==> src/rtl/seg_pkg.sv <==
// Shared constants and helpers for the multiplexed 7-segment display path.
package seg_pkg;

    localparam int          DIGIT_W    = 4;
    localparam int          MAX_DIGITS = 16;
    localparam int          SLICE_W    = DIGIT_W * MAX_DIGITS;
    localparam logic        ANODE_OFF  = 1'b1;
    localparam logic [6:0]  SEG_BLANK  = 7'b1111110;

    typedef enum logic {
        PH_DEAD  = 1'b0,
        PH_DRIVE = 1'b1
    } slot_phase_e;

    // Caller zero-extends its packed digit vector to SLICE_W bits.
    function automatic logic [DIGIT_W-1:0] digit_slice(input logic [SLICE_W-1:0] vec,
                                                       input int k);
        return vec[k*DIGIT_W +: DIGIT_W];
    endfunction

endpackage

==> src/rtl/seg_tick_gen.sv <==
// Digit-slot prescaler: free-running 0..TICK_DIV-1 counter with a last-cycle flag.
module seg_tick_gen #(
    parameter int TICK_DIV = 100000
) (
    input  logic                        clk,
    input  logic                        reset,
    output logic [$clog2(TICK_DIV)-1:0] cnt_o,
    output logic                        wrap_o
);

    localparam int CW = $clog2(TICK_DIV);
    localparam logic [CW-1:0] LAST_CNT = CW'(TICK_DIV - 1);

    logic [CW-1:0] cnt_q;

    assign wrap_o = (cnt_q == LAST_CNT);
    assign cnt_o  = cnt_q;

    always_ff @(posedge clk) begin
        if (!reset) begin
            cnt_q <= '0;
        end else begin
            cnt_q <= wrap_o ? '0 : cnt_q + 1'b1;
        end
    end

endmodule

==> src/rtl/seg_scan_driver.sv <==
// Scans double-buffered digit values onto one shared decoder with per-slot anode dead time.
module seg_scan_driver
    import seg_pkg::*;
#(
    parameter int NUM_DIGITS  = 4,
    parameter int TICK_DIV    = 100000,
    parameter int DEAD_CYCLES = 1000
) (
    input  logic                          clk,
    input  logic                          reset,
    input  logic [DIGIT_W*NUM_DIGITS-1:0] digit_values,
    input  logic [NUM_DIGITS-1:0]         digit_blank,
    input  logic                          load,
    output logic [DIGIT_W-1:0]            number,
    output logic                          blank,
    output logic [NUM_DIGITS-1:0]         anode,
    output logic                          frame_done
);

    localparam int CW = $clog2(TICK_DIV);
    localparam int IW = $clog2(NUM_DIGITS);
    localparam int VW = DIGIT_W * NUM_DIGITS;
    localparam logic [IW-1:0] LAST_IDX   = IW'(NUM_DIGITS - 1);
    localparam logic [CW-1:0] DRIVE_FROM = CW'(DEAD_CYCLES - 1);

    logic [CW-1:0]         cnt;
    logic                  wrap;
    logic                  frameEnd;
    slot_phase_e           phase_d;

    logic [IW-1:0]         idx_q, idx_d;
    logic [VW-1:0]         pendVals_q, pendVals_d;
    logic [NUM_DIGITS-1:0] pendBlank_q, pendBlank_d;
    logic                  pendValid_q, pendValid_d;
    logic [VW-1:0]         activeVals_q, activeVals_d;
    logic [NUM_DIGITS-1:0] activeBlank_q, activeBlank_d;

    logic [DIGIT_W-1:0]    number_q, number_d;
    logic                  blank_q, blank_d;
    logic [NUM_DIGITS-1:0] anode_q, anode_d;
    logic                  frameDone_q;

    seg_tick_gen #(
        .TICK_DIV (TICK_DIV)
    ) u_tick (
        .clk    (clk),
        .reset  (reset),
        .cnt_o  (cnt),
        .wrap_o (wrap)
    );

    // Outputs are derived from next-cycle state so they line up with cnt/idx on the same cycle.
    always_comb begin
        frameEnd      = wrap && (idx_q == LAST_IDX);
        idx_d         = idx_q;
        pendVals_d    = pendVals_q;
        pendBlank_d   = pendBlank_q;
        pendValid_d   = pendValid_q;
        activeVals_d  = activeVals_q;
        activeBlank_d = activeBlank_q;

        if (wrap) begin
            idx_d = frameEnd ? '0 : idx_q + 1'b1;
        end

        if (frameEnd) begin
            if (load) begin
                activeVals_d  = digit_values;
                activeBlank_d = digit_blank;
            end else if (pendValid_q) begin
                activeVals_d  = pendVals_q;
                activeBlank_d = pendBlank_q;
            end
            pendValid_d = 1'b0;
        end else if (load) begin
            pendVals_d  = digit_values;
            pendBlank_d = digit_blank;
            pendValid_d = 1'b1;
        end

        phase_d  = (!wrap && (cnt >= DRIVE_FROM)) ? PH_DRIVE : PH_DEAD;
        blank_d  = activeBlank_d[idx_d];
        number_d = blank_d ? '0 : digit_slice(SLICE_W'(activeVals_d), int'(idx_d));
        if (blank_d || (phase_d == PH_DEAD)) begin
            anode_d = {NUM_DIGITS{ANODE_OFF}};
        end else begin
            anode_d = ~(NUM_DIGITS'(1) << idx_d);
        end
    end

    always_ff @(posedge clk) begin
        if (!reset) begin
            idx_q         <= '0;
            pendVals_q    <= '0;
            pendBlank_q   <= '1;
            pendValid_q   <= 1'b0;
            activeVals_q  <= '0;
            activeBlank_q <= '1;
            number_q      <= '0;
            blank_q       <= 1'b1;
            anode_q       <= {NUM_DIGITS{ANODE_OFF}};
            frameDone_q   <= 1'b0;
        end else begin
            idx_q         <= idx_d;
            pendVals_q    <= pendVals_d;
            pendBlank_q   <= pendBlank_d;
            pendValid_q   <= pendValid_d;
            activeVals_q  <= activeVals_d;
            activeBlank_q <= activeBlank_d;
            number_q      <= number_d;
            blank_q       <= blank_d;
            anode_q       <= anode_d;
            frameDone_q   <= frameEnd;
        end
    end

    assign number     = number_q;
    assign blank      = blank_q;
    assign anode      = anode_q;
    assign frame_done = frameDone_q;

endmodule

==> config.mk <==
export PLATFORM = sky130hd
export DESIGN_NAME = seg_scan_driver
export DESIGN_NICKNAME = d
export VERILOG_FILES = /design/src/rtl/seg_pkg.sv /design/src/rtl/seg_tick_gen.sv /design/src/rtl/seg_scan_driver.sv
export SDC_FILE = /design/constraint.sdc
export NUM_CORES = 1
export LEC_CHECK = 0
export BUFFER_PORTS_ARGS = -buffer_cell sky130_fd_sc_hd__buf_2
export CAP_MARGIN = 20
export CORE_UTILIZATION = 55
export DETAILED_ROUTE_END_ITERATION = 12
export PLACE_DENSITY = 0.75
export SKIP_CTS_REPAIR_TIMING = 1
export SYNTH_ARGS = -nofsm -noshare
export SYNTH_HDL_FRONTEND = slang
export SYNTH_SLANG_ARGS = --single-unit
==> constraint.sdc <==
create_clock -name clk -period 3.7 [get_ports clk]
set_input_delay 0.185 -clock clk [delete_from_list [all_inputs] [get_ports clk]]
set_output_delay 0.185 -clock clk [all_outputs]
set_load 0.005 [all_outputs]
---- Yosys cells after proc, flatten, opt, wreduce, memory -nomap -nowiden ----
Index checks and enable logic that the tools add are counted.
word-level totals
  input port bits ......................... 23
  ROM bits ................................ 0
  logic and storage cells ................. 43
  output and inout port bits .............. 10
  bits in writable memories ............... 0
  memories kept ........................... 0
  bits in latches ......................... 0
  bits in registers ....................... 70
operators by class
  reductions and logical operators ........ 9
  shift-type cells ........................ 2
  magnitude comparators ................... 2
  div/mod/pow operators ................... 0
  mux-type cells .......................... 11
  $add $sub $neg .......................... 2
  eq/ne operators ......................... 2
  $mul .................................... 0
  bitwise operators ....................... 4
operators with widths
  operator                                                     number
  indexed part select 64 x 5 -> 4 bit                          1
  2-to-1 mux 16 bit                                            3
  adder 17 x 1 -> 17 bit (second input constant)               1
  equality test 17 bit (second input constant)                 1
  >= comparator 17 x 10 -> 1 bit (second input constant)       1
  2-to-1 mux 4 bit                                             3
  OR reduction 2 bit                                           4
  2-to-1 mux 2 bit                                             2
  NOT 4 bit                                                    1
  left shift 1 x 2 -> 4 bit (first input constant)             1
  less-than comparator 2 x 3 -> 1 bit (second input constant)  1
  NOT 1 bit                                                    3
  adder 2 x 1 -> 2 bit (second input constant)                 1
  binary-select mux 1 bit (select 2 bit)                       1
  equality test 2 bit (second input constant)                  1
  logical AND 1 bit                                            2
  2-to-1 mux 1 bit                                             2
  AND reduction 2 bit                                          1
  logical NOT 1 bit                                            1
  logical OR 1 bit                                             1

---- Depth between registers and ports, before layout ----
  depth after elaboration ................. 8
  depth in mapped cells ................... 10
  gate-level depth less buffers ........... 8

---- Modules after synthesis ----
Synthesis repeated with hierarchy kept, for this count alone.
unflattened totals
  cell total of the unflattened synthesis .. 383
  area, all modules ....................... 3216.8 µm²
by module, submodules not included
  module           times used  area an instance (µm²)  seq. area each (µm²)  cells an instance
  seg_scan_driver  1           2428.6                  1061.0                296
  seg_tick_gen     1           788.3                   340.3                 87

---- Worst setup path before layout ----
Ideal clock, no wire load.
  path kind ............................... flip-flop to flip-flop
  from .................................... register u_tick.cnt_q[13] (netlist: u_tick.cnt_o[13])
  to ...................................... register number_q[0] (netlist: number[0])
  data required time ...................... 3.614 ns
  stages on the path, launching flop included .. 9
  setup time .............................. 0.086 ns
  setup slack ............................. 1.111 ns
  buffers on the path ..................... 1
  clock period less this slack ............ 2.589 ns
  arrival ................................. 2.503 ns
  cell sequence ........................... dfxtp_1 > or4_4 > nor4_4 > mux2i_1 > inv_2 > buf_2 > a21oi_1 > a21oi_1 > a211oi_1
on the way
  longest elaborated chain between the ends .. 7
  elaborated cells between the ends (all ways) .. 10
  classes of those cells .................. 1 x eq/ne; 1 x shift; 6 x mux; 2 x reduce/logical
RTL lines
  item                                                                         line                    source
  start, declared                                                              seg_tick_gen.sv:14      logic [CW-1:0] cnt_q;
  start signal, assigned                                                       seg_tick_gen.sv:23      cnt_q <= wrap_o ? '0 : cnt_q + 1'b1;
  equality test 17 bit (*)                                                     seg_tick_gen.sv:16      assign wrap_o = (cnt_q == LAST_CNT);
  branches (longest 6 deep; another with indexed part select 64 x 5 -> 4 bit)  n/a
  end signal, assigned                                                         seg_scan_driver.sv:110  number_q <= number_d;
  end, declared                                                                seg_scan_driver.sv:38   logic [DIGIT_W-1:0] number_q, number_d;
Every way passes the cells marked *. The select of a mux whose other input is x is not followed.
A chain may end at the register's enable or synchronous reset.

---- Final worst setup path ----
  from .................................... register u_tick.cnt_q[0] (netlist: u_tick.cnt_o[0])
  to ...................................... register number_q[2] (netlist: number[2])
Same word-level chain as after synthesis.

==> results.md <==
- Mapped Cells: 362
- CP Max Fanout: 15
- Gp weighted congestion: 0.836
- Wire per inst: 14.8 um
- Pwr Density: 404 nW/um2
- Internal power: 1.11 mW
- Syn_area_per_cell: 8.82 um2
- Yosys cell types: 47
- Yosys Warn Count: 0
- Initial DRC Count: 184
- FFs w/ async S/R, synth: 0%
- Initial Util: 57.7%
- Post-layout worst setup margin: 0.780 ns
- Final WL: 6.92 mm
- All-Layer GR Usage: 24.7%
- Post-route insts no fill: 466
- Initial antenna violation count: 0
- Worst Hold Depth: 3
- Area of the core: 5540 um2
- GRT overflow: 0
- Worst Setup End Kind: flop
- Sink Count: 70
- Number of placed instances, taps included: 450
- Slowest-stage cell, CP: and3_1
- Seq/Total Area, Yosys: 43.9%
- Minimum clock period: 2.92 ns
- Post-route ant nets: 0
- Drc violations: 0
- First-pass GRT wire length: 11.8 mm
- Final hold vios: 0
- CTS clk-pin slew, worst paths: 0.08 ns
- Vias per cell: 5.72
- Least-Margin Pin Slew: 0.847 ns
- Mapped Area: 3190 um2
- R2r setup slk: 0.78 ns
- Reg power frac: 53.9%
- Largest net degree at the start of global routing: 48
- Buffers and inverters on the worst path: 1
- CTS tree: yes
- Top_reg_cell synth: dfxtp_1
- Hold Slack: 0.0805 ns
- TNS Setup: 0 ns
- Die width: 78.2 um
- Port-buffer cells: 32
- R2R cell count: 9
- Clock Tree Buf Depth: 2
- Slew headroom: 43.4%
- Comb pwr share: 5.3%
- Endpoints failing setup: 0
- Critical path required time: 3.89 ns
- Hold endpoint: pendVals_q[9]$_SDFFE_PN0P_
- Psw: 0.341 mW
- Detailed-route via count: 2667
- Share of layout cells above drive strength 1: 16.8%
- FP Rows: 27
- Switching share of power: 23.5%
- Number of synthesized flops with an enable pin: 0
- Power share of the clock group: 40.9%
- Max incr delay on CP: 0.51 ns
- Max Slew Vio Count: 0
- Max_cap viols: 0
- Clock Skew: 0.00698 ns
- Placed wire-length estimate: 4.69 mm
- Pre-CTS setup slack: 0.779 ns
- Arrival @ worst endpoint: 3.11 ns
- Critical path cell sequence: ha_1 > nand4_1 > nor4_4 > buf_4 > and3_1 > a221oi_2 > or3_1 > o2111ai_4 > a211oi_1
- Crit path launch type: flop
- Syn-to-layout area delta: 12.3%
- Syn nets: 387
- H-tree depth: 3
- CP Class: flop to flop
- Hold Crit Start: digit_values[9]
- Family with the most delay on the worst path: simple AND/OR/NAND/NOR gates
- Fin nets: 414
- Synth Register Bits: 70
- Final period util: 78.9%
- Die Span Y: 78.2 um
- Clock buffer count from CTS: 9
- Reg-to-reg endpoint: number[2]$_SDFF_PP0_
- Tot Pwr: 1.45 mW
- Vias in the first global route: 2567
- Pleak: 1.38 nW
- Die footprint: 6120 um2
- Outcome: complete, no violations
- Worst R2R Start: u_tick.cnt_o[0]$_SDFF_PP0_
- RSZ-0062 raised after global routing: false
- Fmax: 342 MHz
- First-pass DRT Iterations: 4
- Worst ir drop on vdd: 0.238 mV
- Root Buffer: clkbuf_8
- Io pins: 33
- Worst Hold Class: input port to flop
- Worst-Skew Late Latency: 0.34 ns
- Ant diodes: 0
-- sequential cells by signal (all words and copies together) (netlist names) --
name,flops
number,4
u_tick.cnt_o,17
activeBlank_q,4
pendBlank_q,4
blank,1
pendValid_q,1
frame_done,1
pendVals_q,16
activeVals_q,16
idx_q,2
anode,4
-- through the flow --
| step | area (um2) | utilization, % |
|---|---|---|
| 2_1_floorplan | 3190 | - |
| 3_3_place_gp | 3400 | 61.3 |
| 3_5_place_dp | 3400 | 61.3 |
| 4_1_cts | 3590 | 64.7 |
| 5_1_grt | 3590 | 64.7 |
| 6_report | 3590 | 64.7 |
-- cell usage in the layout, fill, tap and decap left out, types with 3 or more instances in the layout --
cell type	Yosys	routed
dfxtp_1	70	70
or3_1	3	3
clkinv_2	0	4
nand4_1	5	5
buf_4	1	6
xnor2_1	6	6
xor2_1	7	7
inv_1	7	7
nor2b_1	3	3
a32o_1	7	7
clkbuf_8	0	9
o22ai_1	8	8
nand2_1	60	60
nand3_1	16	16
nor2_1	25	25
a22oi_1	4	4
a21boi_0	5	5
o2bb2ai_1	3	3
buf_2	5	32
a221oi_2	4	4
and3_1	8	8
a211oi_1	4	4
and2_1	22	22
a21boi_1	16	16
a21oi_1	16	16
a32oi_1	4	4
a221o_1	5	5
a221oi_1	3	3
-- cells by family (layout without fill, tap and decap cells) --
logic type / count (synthesis) / in the layout / synth area share [%]
DFF: 70 / 70 / 43.9
AOI/OAI and AO/OA: 88 / 88 / 22.0
buffers and inverters: 30 / 62 / 3.84
adders and majority gates: 2 / 2 / 0.783
xor gates and xnor gates: 13 / 13 / 3.56
muxes: 3 / 3 / 0.979
and+or+nand+nor: 156 / 156 / 25.0
-- cell type report --
class,instances,area [um2]
clock buffers,9,124
clock inverters,7,65.1
fillers,473,1950
inverters,8,30.0
multi-input cells,262,1670
flip-flops and latches,70,1400
well taps,72,90.1
repair buffers,38,205
-- synthesized netlist by cell type, drive strengths merged, types with 5 or more instances --
cell type | number | area, um2
and2 | 22 | 138
a221oi | 7 | 86.3
o22ai | 8 | 50.1
a21boi | 21 | 158
xor2 | 7 | 61.3
nand3 | 16 | 80.1
nand2 | 61 | 236
a221o | 5 | 50.1
a21oi | 16 | 80.1
inv | 8 | 30.0
buf | 6 | 32.5
nor2 | 25 | 93.8
a32o | 7 | 70.1
dfxtp | 70 | 1400
clkbuf | 16 | 60.1
xnor2 | 6 | 52.6
and3 | 8 | 50.1
nand4 | 5 | 31.3
-- worst register-to-register path: stages, from the launching register on --
cell and delay (ns):
dfxtp_1 0.35, ha_1 0.22, nand4_1 0.39, nor4_4 0.31, buf_4 0.24, and3_1 0.51, a221oi_2 0.14, or3_1 0.38
o2111ai_4 0.15, a211oi_1 0.08
-- routing by layer --
metal | global-route usage (%) | up-vias | part of all wire [%]
met5 | 0 | - | 0
met2 | 40.1 | 52 | 49
met4 | 7.59 | 0 | 0.74
met1 | 31.3 | 1262 | 46
li1 | - | 1349 | -
met3 | 7.44 | 4 | 4.6
-- worst max path at each step --
stage	start	slack, ns	cells past startpoint	end
6_report	u_tick.cnt_o[0]$_SDFF_PP0_	0.78	9	number[2]$_SDFF_PP0_
5_1_grt	u_tick.cnt_o[0]$_SDFF_PP0_	0.51	9	number[2]$_SDFF_PP0_
4_1_cts	u_tick.cnt_o[0]$_SDFF_PP0_	0.78	9	number[2]$_SDFF_PP0_
3_5_place_dp	u_tick.cnt_o[0]$_SDFF_PP0_	0.78	9	number[2]$_SDFF_PP0_
3_3_place_gp	u_tick.cnt_o[0]$_SDFF_PP0_	0.92	9	number[1]$_SDFF_PP0_
2_1_floorplan	u_tick.cnt_o[13]$_SDFF_PP0_	1.11	8	number[0]$_SDFF_PP0_
-- power by group through the flow --
stage | clock [mW] | sequential (mW) | combinational (mW)
after floorplan | 0 | 0.793 | 0.0517
after global routing | 0.632 | 0.781 | 0.0870
final | 0.591 | 0.779 | 0.0763
after CTS | 0.603 | 0.779 | 0.0775
after detailed placement | 0 | 0.797 | 0.0767
after global placement | 0 | 0.797 | 0.0747
Note: power is estimated with default switching activity, not from simulation.
